### src/rtl/ddr_burst_arb_pkg.sv
// ddr_arb_pkg: shared widths, arbiter state encoding and the round-robin
// pick helper used by the DDR burst arbiter.
package ddr_arb_pkg;

    localparam int ADDR_W    = 25;
    localparam int LEN_W     = 10;
    localparam int DATA_W    = 32;
    localparam int MAX_PORTS = 8;
    localparam int PTR_W     = 3;

    typedef enum logic [1:0] {
        IDLE  = 2'd0,
        ISSUE = 2'd1,
        BUSY  = 2'd2,
        DONE  = 2'd3
    } arb_state_e;

    // One-hot winner among req[n-1:0]: the first set bit at or after ptr,
    // wrapping at n. Each step rotates by ptr, keeps only the first hit and
    // maps the hit back to its absolute position.
    function automatic logic [MAX_PORTS-1:0] rr_pick(
        input logic [MAX_PORTS-1:0] req,
        input logic [PTR_W-1:0]     ptr,
        input logic [PTR_W:0]       n
    );
        logic [MAX_PORTS-1:0] gnt;
        logic                 found;
        logic [PTR_W+1:0]     idx;
        gnt   = {MAX_PORTS{1'b0}};
        found = 1'b0;
        for (int k = 0; k < MAX_PORTS; k++) begin
            idx = {2'b00, ptr} + (PTR_W+2)'(k);
            if (idx >= {1'b0, n}) begin
                idx = idx - {1'b0, n};
            end else begin
                idx = idx;
            end
            if (!found && ((PTR_W+2)'(k) < {1'b0, n}) && req[idx[PTR_W-1:0]]) begin
                gnt[idx[PTR_W-1:0]] = 1'b1;
                found               = 1'b1;
            end else begin
                found = found;
            end
        end
        return gnt;
    endfunction

endpackage

### src/rtl/ddr_burst_arb_if.sv
// ddr_burst_arb_if: burst channel between the arbiter (master) and the DDR
// controller (slave). Write and read bursts use separate request/finish pairs.
interface ddr_burst_arb_if;
    import ddr_arb_pkg::*;

    logic              wr_burst_req;
    logic [ADDR_W-1:0] wr_burst_addr;
    logic [LEN_W-1:0]  wr_burst_len;
    logic [DATA_W-1:0] wr_burst_data;
    logic              wr_burst_data_req;
    logic              wr_burst_finish;

    logic              rd_burst_req;
    logic [ADDR_W-1:0] rd_burst_addr;
    logic [LEN_W-1:0]  rd_burst_len;
    logic              rd_burst_data_valid;
    logic [DATA_W-1:0] rd_burst_data;
    logic              rd_burst_finish;

    modport master (
        output wr_burst_req, wr_burst_addr, wr_burst_len, wr_burst_data,
        output rd_burst_req, rd_burst_addr, rd_burst_len,
        input  wr_burst_data_req, wr_burst_finish,
        input  rd_burst_data_valid, rd_burst_data, rd_burst_finish
    );

    modport slave (
        input  wr_burst_req, wr_burst_addr, wr_burst_len, wr_burst_data,
        input  rd_burst_req, rd_burst_addr, rd_burst_len,
        output wr_burst_data_req, wr_burst_finish,
        output rd_burst_data_valid, rd_burst_data, rd_burst_finish
    );

endinterface

### src/rtl/ddr_burst_arb_rr_pick.sv
// ddr_arb_rr_pick: combinational round-robin selector over N_PORTS
// requesters; returns the one-hot winner at or after ptr_i.
module ddr_arb_rr_pick
    import ddr_arb_pkg::*;
#(
    parameter int N_PORTS = 4
) (
    input  logic [N_PORTS-1:0] req_i,
    input  logic [PTR_W-1:0]   ptr_i,
    output logic [N_PORTS-1:0] gnt_o
);

    localparam logic [PTR_W:0] NP_L = (PTR_W+1)'(N_PORTS);

    // Rotate, priority-encode and rotate back through the package helper.
    always_comb begin
        gnt_o = N_PORTS'(rr_pick(MAX_PORTS'(req_i), ptr_i, NP_L));
    end

endmodule

### src/rtl/ddr_burst_arb.sv
// ddr_burst_arb: round-robin arbiter sharing one DDR controller burst port
// between N_PORTS requesters (2..8). One burst is owned at a time; priority
// rotates to owner+1 after every burst, zero-length requests included.
// Optional build macro DDR_ARB_RD_PRIO_EN: pending reads beat all writes,
// round-robin applies within each direction.
module ddr_burst_arb
    import ddr_arb_pkg::*;
#(
    parameter int N_PORTS = 4,
    parameter int MAX_LEN = 256
) (
    input  logic                      phy_clk,
    input  logic                      rst,
    input  logic [N_PORTS-1:0]        port_req,
    input  logic [N_PORTS-1:0]        port_we,
    input  logic [N_PORTS*ADDR_W-1:0] port_addr,
    input  logic [N_PORTS*LEN_W-1:0]  port_len,
    input  logic [N_PORTS*DATA_W-1:0] port_wdata,
    output logic [N_PORTS-1:0]        port_grant,
    output logic [N_PORTS-1:0]        port_wdata_req,
    output logic [N_PORTS-1:0]        port_rdata_valid,
    output logic [DATA_W-1:0]         port_rdata,
    output logic [N_PORTS-1:0]        port_finish,
    input  logic                      ddr_init_done,
    ddr_burst_arb_if.master           ddr
);

    localparam logic [LEN_W-1:0] MAX_LEN_L = LEN_W'(MAX_LEN);
    localparam logic [PTR_W-1:0] LAST_IDX  = PTR_W'(N_PORTS - 1);

    arb_state_e          state_q,  state_d;
    logic [N_PORTS-1:0]  grant_q,  grant_d;
    logic [PTR_W-1:0]    owner_q,  owner_d;
    logic [PTR_W-1:0]    rr_ptr_q, rr_ptr_d;
    logic                we_q,     we_d;
    logic [ADDR_W-1:0]   addr_q,   addr_d;
    logic [LEN_W-1:0]    len_q,    len_d;
    logic                wr_req_q, wr_req_d;
    logic                rd_req_q, rd_req_d;
    logic [N_PORTS-1:0]  finish_q, finish_d;

    logic [N_PORTS-1:0]  pick_s;
    logic [PTR_W-1:0]    sel_idx_s;
    logic                sel_we_s;
    logic [ADDR_W-1:0]   sel_addr_s;
    logic [LEN_W-1:0]    sel_len_s;
    logic [LEN_W-1:0]    sel_len_clamp_s;
    logic [DATA_W-1:0]   wdata_s;

`ifdef DDR_ARB_RD_PRIO_EN
    logic [N_PORTS-1:0]  rd_set_s;
    logic [N_PORTS-1:0]  wr_set_s;
    logic [N_PORTS-1:0]  rd_pick_s;
    logic [N_PORTS-1:0]  wr_pick_s;

    assign rd_set_s = port_req & ~port_we;
    assign wr_set_s = port_req &  port_we;

    ddr_arb_rr_pick #(.N_PORTS(N_PORTS)) u_pick_rd (
        .req_i (rd_set_s),
        .ptr_i (rr_ptr_q),
        .gnt_o (rd_pick_s)
    );

    ddr_arb_rr_pick #(.N_PORTS(N_PORTS)) u_pick_wr (
        .req_i (wr_set_s),
        .ptr_i (rr_ptr_q),
        .gnt_o (wr_pick_s)
    );

    // Any pending read wins; writes are considered only when no read waits.
    always_comb begin
        if (|rd_set_s) begin
            pick_s = rd_pick_s;
        end else begin
            pick_s = wr_pick_s;
        end
    end
`else
    ddr_arb_rr_pick #(.N_PORTS(N_PORTS)) u_pick (
        .req_i (port_req),
        .ptr_i (rr_ptr_q),
        .gnt_o (pick_s)
    );
`endif

    // Decode the winner's index and request fields, clamping its length.
    always_comb begin
        sel_idx_s  = {PTR_W{1'b0}};
        sel_we_s   = 1'b0;
        sel_addr_s = {ADDR_W{1'b0}};
        sel_len_s  = {LEN_W{1'b0}};
        for (int i = 0; i < N_PORTS; i++) begin
            if (pick_s[i]) begin
                sel_idx_s  = PTR_W'(i);
                sel_we_s   = port_we[i];
                sel_addr_s = port_addr[i*ADDR_W +: ADDR_W];
                sel_len_s  = port_len[i*LEN_W +: LEN_W];
            end else begin
                sel_idx_s  = sel_idx_s;
            end
        end
        if (sel_len_s > MAX_LEN_L) begin
            sel_len_clamp_s = MAX_LEN_L;
        end else begin
            sel_len_clamp_s = sel_len_s;
        end
    end

    // Next-state and registered-output logic of the burst FSM.
    always_comb begin
        state_d  = state_q;
        grant_d  = grant_q;
        owner_d  = owner_q;
        rr_ptr_d = rr_ptr_q;
        we_d     = we_q;
        addr_d   = addr_q;
        len_d    = len_q;
        wr_req_d = wr_req_q;
        rd_req_d = rd_req_q;
        finish_d = {N_PORTS{1'b0}};
        case (state_q)
            IDLE: begin
                if (ddr_init_done && (|port_req)) begin
                    grant_d = pick_s;
                    owner_d = sel_idx_s;
                    we_d    = sel_we_s;
                    addr_d  = sel_addr_s;
                    len_d   = sel_len_clamp_s;
                    state_d = ISSUE;
                end else begin
                    state_d = IDLE;
                end
            end
            ISSUE: begin
                if (len_q == {LEN_W{1'b0}}) begin
                    state_d = DONE;
                end else begin
                    wr_req_d = we_q;
                    rd_req_d = ~we_q;
                    state_d  = BUSY;
                end
            end
            BUSY: begin
                // Only the finish of the channel in use ends the burst.
                if (we_q && ddr.wr_burst_finish) begin
                    wr_req_d = 1'b0;
                    state_d  = DONE;
                end else if (!we_q && ddr.rd_burst_finish) begin
                    rd_req_d = 1'b0;
                    state_d  = DONE;
                end else begin
                    state_d  = BUSY;
                end
            end
            DONE: begin
                finish_d = grant_q;
                grant_d  = {N_PORTS{1'b0}};
                if (owner_q == LAST_IDX) begin
                    rr_ptr_d = {PTR_W{1'b0}};
                end else begin
                    rr_ptr_d = owner_q + PTR_W'(1);
                end
                state_d  = IDLE;
            end
            default: begin
                grant_d  = {N_PORTS{1'b0}};
                wr_req_d = 1'b0;
                rd_req_d = 1'b0;
                state_d  = IDLE;
            end
        endcase
    end

    // State and latched burst registers with synchronous reset.
    always_ff @(posedge phy_clk) begin
        if (rst) begin
            state_q  <= IDLE;
            grant_q  <= {N_PORTS{1'b0}};
            owner_q  <= {PTR_W{1'b0}};
            rr_ptr_q <= {PTR_W{1'b0}};
            we_q     <= 1'b0;
            addr_q   <= {ADDR_W{1'b0}};
            len_q    <= {LEN_W{1'b0}};
            wr_req_q <= 1'b0;
            rd_req_q <= 1'b0;
            finish_q <= {N_PORTS{1'b0}};
        end else begin
            state_q  <= state_d;
            grant_q  <= grant_d;
            owner_q  <= owner_d;
            rr_ptr_q <= rr_ptr_d;
            we_q     <= we_d;
            addr_q   <= addr_d;
            len_q    <= len_d;
            wr_req_q <= wr_req_d;
            rd_req_q <= rd_req_d;
            finish_q <= finish_d;
        end
    end

    // Owner's write data onto the controller bus; zero while nothing is granted.
    always_comb begin
        wdata_s = {DATA_W{1'b0}};
        for (int i = 0; i < N_PORTS; i++) begin
            wdata_s = wdata_s | (port_wdata[i*DATA_W +: DATA_W] & {DATA_W{grant_q[i]}});
        end
    end

    assign port_grant       = grant_q;
    assign port_finish      = finish_q;
    assign port_wdata_req   = {N_PORTS{ddr.wr_burst_data_req}}   & grant_q & {N_PORTS{we_q}};
    assign port_rdata_valid = {N_PORTS{ddr.rd_burst_data_valid}} & grant_q & {N_PORTS{~we_q}};
    assign port_rdata       = ddr.rd_burst_data;

    assign ddr.wr_burst_req  = wr_req_q;
    assign ddr.wr_burst_addr = addr_q;
    assign ddr.wr_burst_len  = len_q;
    assign ddr.wr_burst_data = wdata_s;
    assign ddr.rd_burst_req  = rd_req_q;
    assign ddr.rd_burst_addr = addr_q;
    assign ddr.rd_burst_len  = len_q;

endmodule

### src/flat_wrapper.sv
// flat-port wrapper written by rule: the top's interface ports become plain ports
module ddr_burst_arb_flat import ddr_arb_pkg::*;
#(
    parameter int N_PORTS = 4,
    parameter int MAX_LEN = 256
)
  (phy_clk, rst, port_req, port_we, port_addr, port_len, port_wdata, port_grant, port_wdata_req, port_rdata_valid, port_rdata, port_finish, ddr_init_done, ddr_wr_burst_req, ddr_wr_burst_addr, ddr_wr_burst_len, ddr_wr_burst_data, ddr_rd_burst_req, ddr_rd_burst_addr, ddr_rd_burst_len, ddr_wr_burst_data_req, ddr_wr_burst_finish, ddr_rd_burst_data_valid, ddr_rd_burst_data, ddr_rd_burst_finish);
  ddr_burst_arb_if ddr_i ();
  input  logic phy_clk;
  input  logic rst;
  input  logic [N_PORTS-1:0] port_req;
  input  logic [N_PORTS-1:0] port_we;
  input  logic [N_PORTS*ADDR_W-1:0] port_addr;
  input  logic [N_PORTS*LEN_W-1:0] port_len;
  input  logic [N_PORTS*DATA_W-1:0] port_wdata;
  output logic [N_PORTS-1:0] port_grant;
  output logic [N_PORTS-1:0] port_wdata_req;
  output logic [N_PORTS-1:0] port_rdata_valid;
  output logic [DATA_W-1:0] port_rdata;
  output logic [N_PORTS-1:0] port_finish;
  input  logic ddr_init_done;
  output wire logic [$bits(ddr_i.wr_burst_req)-1:0] ddr_wr_burst_req;
  output wire logic [$bits(ddr_i.wr_burst_addr)-1:0] ddr_wr_burst_addr;
  output wire logic [$bits(ddr_i.wr_burst_len)-1:0] ddr_wr_burst_len;
  output wire logic [$bits(ddr_i.wr_burst_data)-1:0] ddr_wr_burst_data;
  output wire logic [$bits(ddr_i.rd_burst_req)-1:0] ddr_rd_burst_req;
  output wire logic [$bits(ddr_i.rd_burst_addr)-1:0] ddr_rd_burst_addr;
  output wire logic [$bits(ddr_i.rd_burst_len)-1:0] ddr_rd_burst_len;
  input wire logic [$bits(ddr_i.wr_burst_data_req)-1:0] ddr_wr_burst_data_req;
  input wire logic [$bits(ddr_i.wr_burst_finish)-1:0] ddr_wr_burst_finish;
  input wire logic [$bits(ddr_i.rd_burst_data_valid)-1:0] ddr_rd_burst_data_valid;
  input wire logic [$bits(ddr_i.rd_burst_data)-1:0] ddr_rd_burst_data;
  input wire logic [$bits(ddr_i.rd_burst_finish)-1:0] ddr_rd_burst_finish;
  assign ddr_wr_burst_req = ddr_i.wr_burst_req;
  assign ddr_wr_burst_addr = ddr_i.wr_burst_addr;
  assign ddr_wr_burst_len = ddr_i.wr_burst_len;
  assign ddr_wr_burst_data = ddr_i.wr_burst_data;
  assign ddr_rd_burst_req = ddr_i.rd_burst_req;
  assign ddr_rd_burst_addr = ddr_i.rd_burst_addr;
  assign ddr_rd_burst_len = ddr_i.rd_burst_len;
  assign ddr_i.wr_burst_data_req = ddr_wr_burst_data_req;
  assign ddr_i.wr_burst_finish = ddr_wr_burst_finish;
  assign ddr_i.rd_burst_data_valid = ddr_rd_burst_data_valid;
  assign ddr_i.rd_burst_data = ddr_rd_burst_data;
  assign ddr_i.rd_burst_finish = ddr_rd_burst_finish;
  ddr_burst_arb #(.N_PORTS(N_PORTS), .MAX_LEN(MAX_LEN)) u_core (.phy_clk(phy_clk), .rst(rst), .port_req(port_req), .port_we(port_we), .port_addr(port_addr), .port_len(port_len), .port_wdata(port_wdata), .port_grant(port_grant), .port_wdata_req(port_wdata_req), .port_rdata_valid(port_rdata_valid), .port_rdata(port_rdata), .port_finish(port_finish), .ddr_init_done(ddr_init_done), .ddr(ddr_i));
endmodule
### config.mk
export PLATFORM = sky130hd
export DESIGN_NAME = ddr_burst_arb_flat
export DESIGN_NICKNAME = d
export VERILOG_FILES = /design/src/rtl/ddr_burst_arb_pkg.sv /design/src/rtl/ddr_burst_arb_if.sv /design/src/rtl/ddr_burst_arb_rr_pick.sv /design/src/rtl/ddr_burst_arb.sv /design/src/flat_wrapper.sv
export SDC_FILE = /design/constraint.sdc
export NUM_CORES = 1
export LEC_CHECK = 0
export CAP_MARGIN = 40
export CORE_AREA = 2 2 180 182
export CTS_BUF_LIST = sky130_fd_sc_hd__clkbuf_4 sky130_fd_sc_hd__clkbuf_8
export DETAILED_ROUTE_END_ITERATION = 8
export DIE_AREA = 0 0 182 184
export GPL_TIMING_DRIVEN = 0
export SLEW_MARGIN = 20
export SYNTH_ARGS = -nofsm -noshare
export SYNTH_HDL_FRONTEND = slang
export SYNTH_SLANG_ARGS = --single-unit
### constraint.sdc
create_clock -name phy_clk -period 4.7 [get_ports phy_clk]
set_input_delay 1.175 -clock phy_clk [delete_from_list [all_inputs] [get_ports phy_clk]]
set_output_delay 1.175 -clock phy_clk [all_outputs]
set_load 0.05 [all_outputs]
==> flow_summary.json <==
{
  "slew_violations": 0,
  "period_share": 0.915,
  "fmax_mhz": 233,
  "cts_buffer_depth": 2,
  "antenna_found_initial": 6,
  "slew_headroom": 0.480,
  "vias": 6976,
  "drive_above_1_share": 0.100,
  "period_minus_slack_ps": 4300,
  "grt_max_degree": 19,
  "dp_hpwl_um": 28000,
  "p_total_mw": 4.27,
  "synth_compound_area_frac": 0.353,
  "maxCapViolations": 0,
  "gp_congestion": 0.834,
  "wirelength_um": 33300,
  "synthArstFlopShare": 0,
  "worst_setup_path_end_kind": "output port",
  "power_leakage_nw": 3.69,
  "path_class": "reg -> out",
  "dieArea_um2": 33500,
  "synth_warnings": 0,
  "whs_ps": 491,
  "areaGrowthSynthToFinish_pct": 101,
  "wire_per_inst_um": 22.4,
  "multi_input_area_um2": 3110,
  "nets": 1404,
  "core_area_um2": 31400,
  "n_fill_cell": 3386,
  "viasPerCell": 4.70,
  "drt_pass1_iterations": 4,
  "rsz0062_at_grt": "false",
  "initial_utilization": 0.157,
  "setup_viol": 0,
  "cp_common_cell": "clkbuf_1",
  "portBuffers": 433,
  "synthXorXnorAreaFrac": 0,
  "utilization": 0.315,
  "vdd_ir_drop_max_mv": 0.205,
  "synth_top_family_by_area": "compound AO/OA/AOI/OAI gates",
  "cts_tree": "done",
  "cts_buffers": 5,
  "die_h_um": 184,
  "htree_levels": 2,
  "holdBufCountCts": 0,
  "root_buffer": "clkbuf_8",
  "status": "finished, final reports clean",
  "synth_fa_ha_area_frac": 0.0330,
  "grt.overflow.total": 0,
  "synthMuxAreaShare": 0.0320,
  "synth_edf_count": 0,
  "drt-initial-drc-count": 337,
  "worst_pin_slew_ps": 780,
  "synth_fp_nets": 961,
  "ys_seq_area_frac": 0.211,
  "grt_usage": 0.186,
  "netlist_area_um2": 4930,
  "synth_flop_cell": "dfxtp_1",
  "cts_resized": 0,
  "ant_nets": 0,
  "drcViolationCount": 0,
  "synth-simple-area-share": 0.213,
  "cts.sinks": 52,
  "worstPathArrival_ps": 3130,
  "crit_chain": "clkbuf_1, clkbuf_1, a22oi_1, nand2_1, clkdlybuf4s50_1",
  "synth-seq-cells": 52,
  "post_cts_buffers": 0,
  "cp.required_ps": 3520,
  "placed_area_um2": 9800,
  "design_area_um2": 9900,
  "power.density_nw_per_um2": 431,
  "grt_pass1_wl_um": 45700,
  "synth.distinct_cells": 52,
  "worstSkewPairLatency_ps": 350,
  "clk_pin_slew_ps": 130,
  "setup_tns_ps": 0,
  "crit_path_max_incr_delay_ps": 810,
  "ioPinCount": 467,
  "std_cell_rows": 65,
  "crit_fanout": 10,
  "netlist_instances": 633,
  "hold_viol": 0,
  "setup.worst_path.start_class": "register",
  "syn_avg_cell_area_um2": 7.79,
  "skew_ps": 16.1,
  "cp_slowest_cell": "clkdlybuf4s50_1",
  "seq_area_um2": 1040,
  "grt_pass1_vias": 6926,
  "die_w_um": 182,
  "hold_class": "reg -> reg"
}
[cells in the mapped netlist, types with 4 or more instances]
cell | count | area [um^2]
a21oi_1 | 35 | 175
a22oi_1 | 71 | 533
a311o_1 | 32 | 320
and2_1 | 13 | 81.3
and3_1 | 38 | 238
buf_2 | 5 | 25.0
buf_4 | 68 | 510
clkbuf_1 | 51 | 191
dfxtp_1 | 52 | 1040
ha_1 | 13 | 163
inv_1 | 11 | 41.3
nand2_1 | 76 | 285
nor2_1 | 20 | 75.1
nor2b_1 | 6 | 37.5
nor3_1 | 9 | 45.0
nor3b_1 | 26 | 195
o211ai_1 | 5 | 37.5
o21a_1 | 4 | 30.0
o21ai_0 | 10 | 50.1
o221ai_1 | 27 | 236
o22ai_1 | 7 | 43.8
o31ai_1 | 5 | 37.5
o31ai_2 | 8 | 100
[report_power, final]
group	switching [mW]	total, mW	internal (mW)
sequential	0.101	0.642	0.541
combinational	2.09	3.31	1.22
clock	0.203	0.313	0.111
[path summary, 6_finish.rpt]
check,from,to,slack (ps),cells after the start
hold reg to reg,u_core.ddr.rd_burst_addr[4],u_core.ddr.rd_burst_addr[4],490,2
setup reg to reg,u_core.rr_ptr_q[0],u_core.ddr.rd_burst_addr[10],530,11
hold / removal,u_core.ddr.rd_burst_addr[4],u_core.ddr.rd_burst_addr[4],490,2
setup / recovery,u_core.port_grant[2],ddr_wr_burst_data[28],400,5
[flip-flops by register name, indices dropped and copies added, names as in the netlist]
register                  count
u_core.ddr.wr_burst_req       1
u_core.owner_q                2
u_core.port_finish            4
u_core.port_grant             4
u_core.state_q                2
u_core.ddr.rd_burst_addr     25
u_core.we_q                   1
u_core.rr_ptr_q               2
u_core.ddr.rd_burst_req       1
u_core.ddr.rd_burst_len      10
[cell type report]
| type | instances | share of cell area |
|---|---|---|
| antenna | 4 | 0.00101 |
| buffer | 125 | 0.0745 |
| clock buffer | 5 | 0.00695 |
| clock inverter | 3 | 0.00278 |
| inverter | 11 | 0.00417 |
| multi-input combinational | 445 | 0.314 |
| sequential | 52 | 0.105 |
| tap | 402 | 0.0508 |
| timing repair buffer | 436 | 0.441 |
[layout by cell type (no fill, tap or decap), drive strengths merged, types with 9 or more instances in the layout]
cell           netlist  routed
o31ai               13      13
nor3                 9       9
nor2                21      21
ha                  13      13
clkbuf              51      56
and3                38      38
dfxtp               52      52
nand2               77      77
and2                13      13
o221ai              27      27
clkdlybuf4s50        0     433
nor3b               26      26
buf                 74      76
a21oi               35      35
a22oi               71      71
o21ai               10      10
inv                 11      12
a311o               32      32
[per-stage QoR]
| step | instances | setup slack [ps] |
|---|---|---|
| after floorplan | 633 | 1340 |
| after detailed placement | 1471 | 132 |
| after global placement | 1468 | -61.1 |
| after global routing | 1483 | 188 |
| final | 1483 | 399 |
| after CTS | 1479 | 260 |
[logic make-up after synthesis]
group           Yosys count
compound gates          221
simple gates            201
buf+inv                 136
flops                    52
fa+ha+maj                13
mux                      10
[layer usage]
metal | part of all wire | track usage | up-vias
li1 | - | - | 3234
met1 | 0.37 | 0.196 | 3316
met2 | 0.53 | 0.360 | 395
met3 | 0.078 | 0.0466 | 31
met4 | 0.021 | 0.0548 | 0
met5 | 0 | 0 | -
[worst max-delay path: cells and delay by family (launching register included)]
family	cells	cell delay [ps]
compound gates	1	400
buf+inv	3	1860
flops	1	370
simple gates	1	160
(Power assumes the default switching activity.)
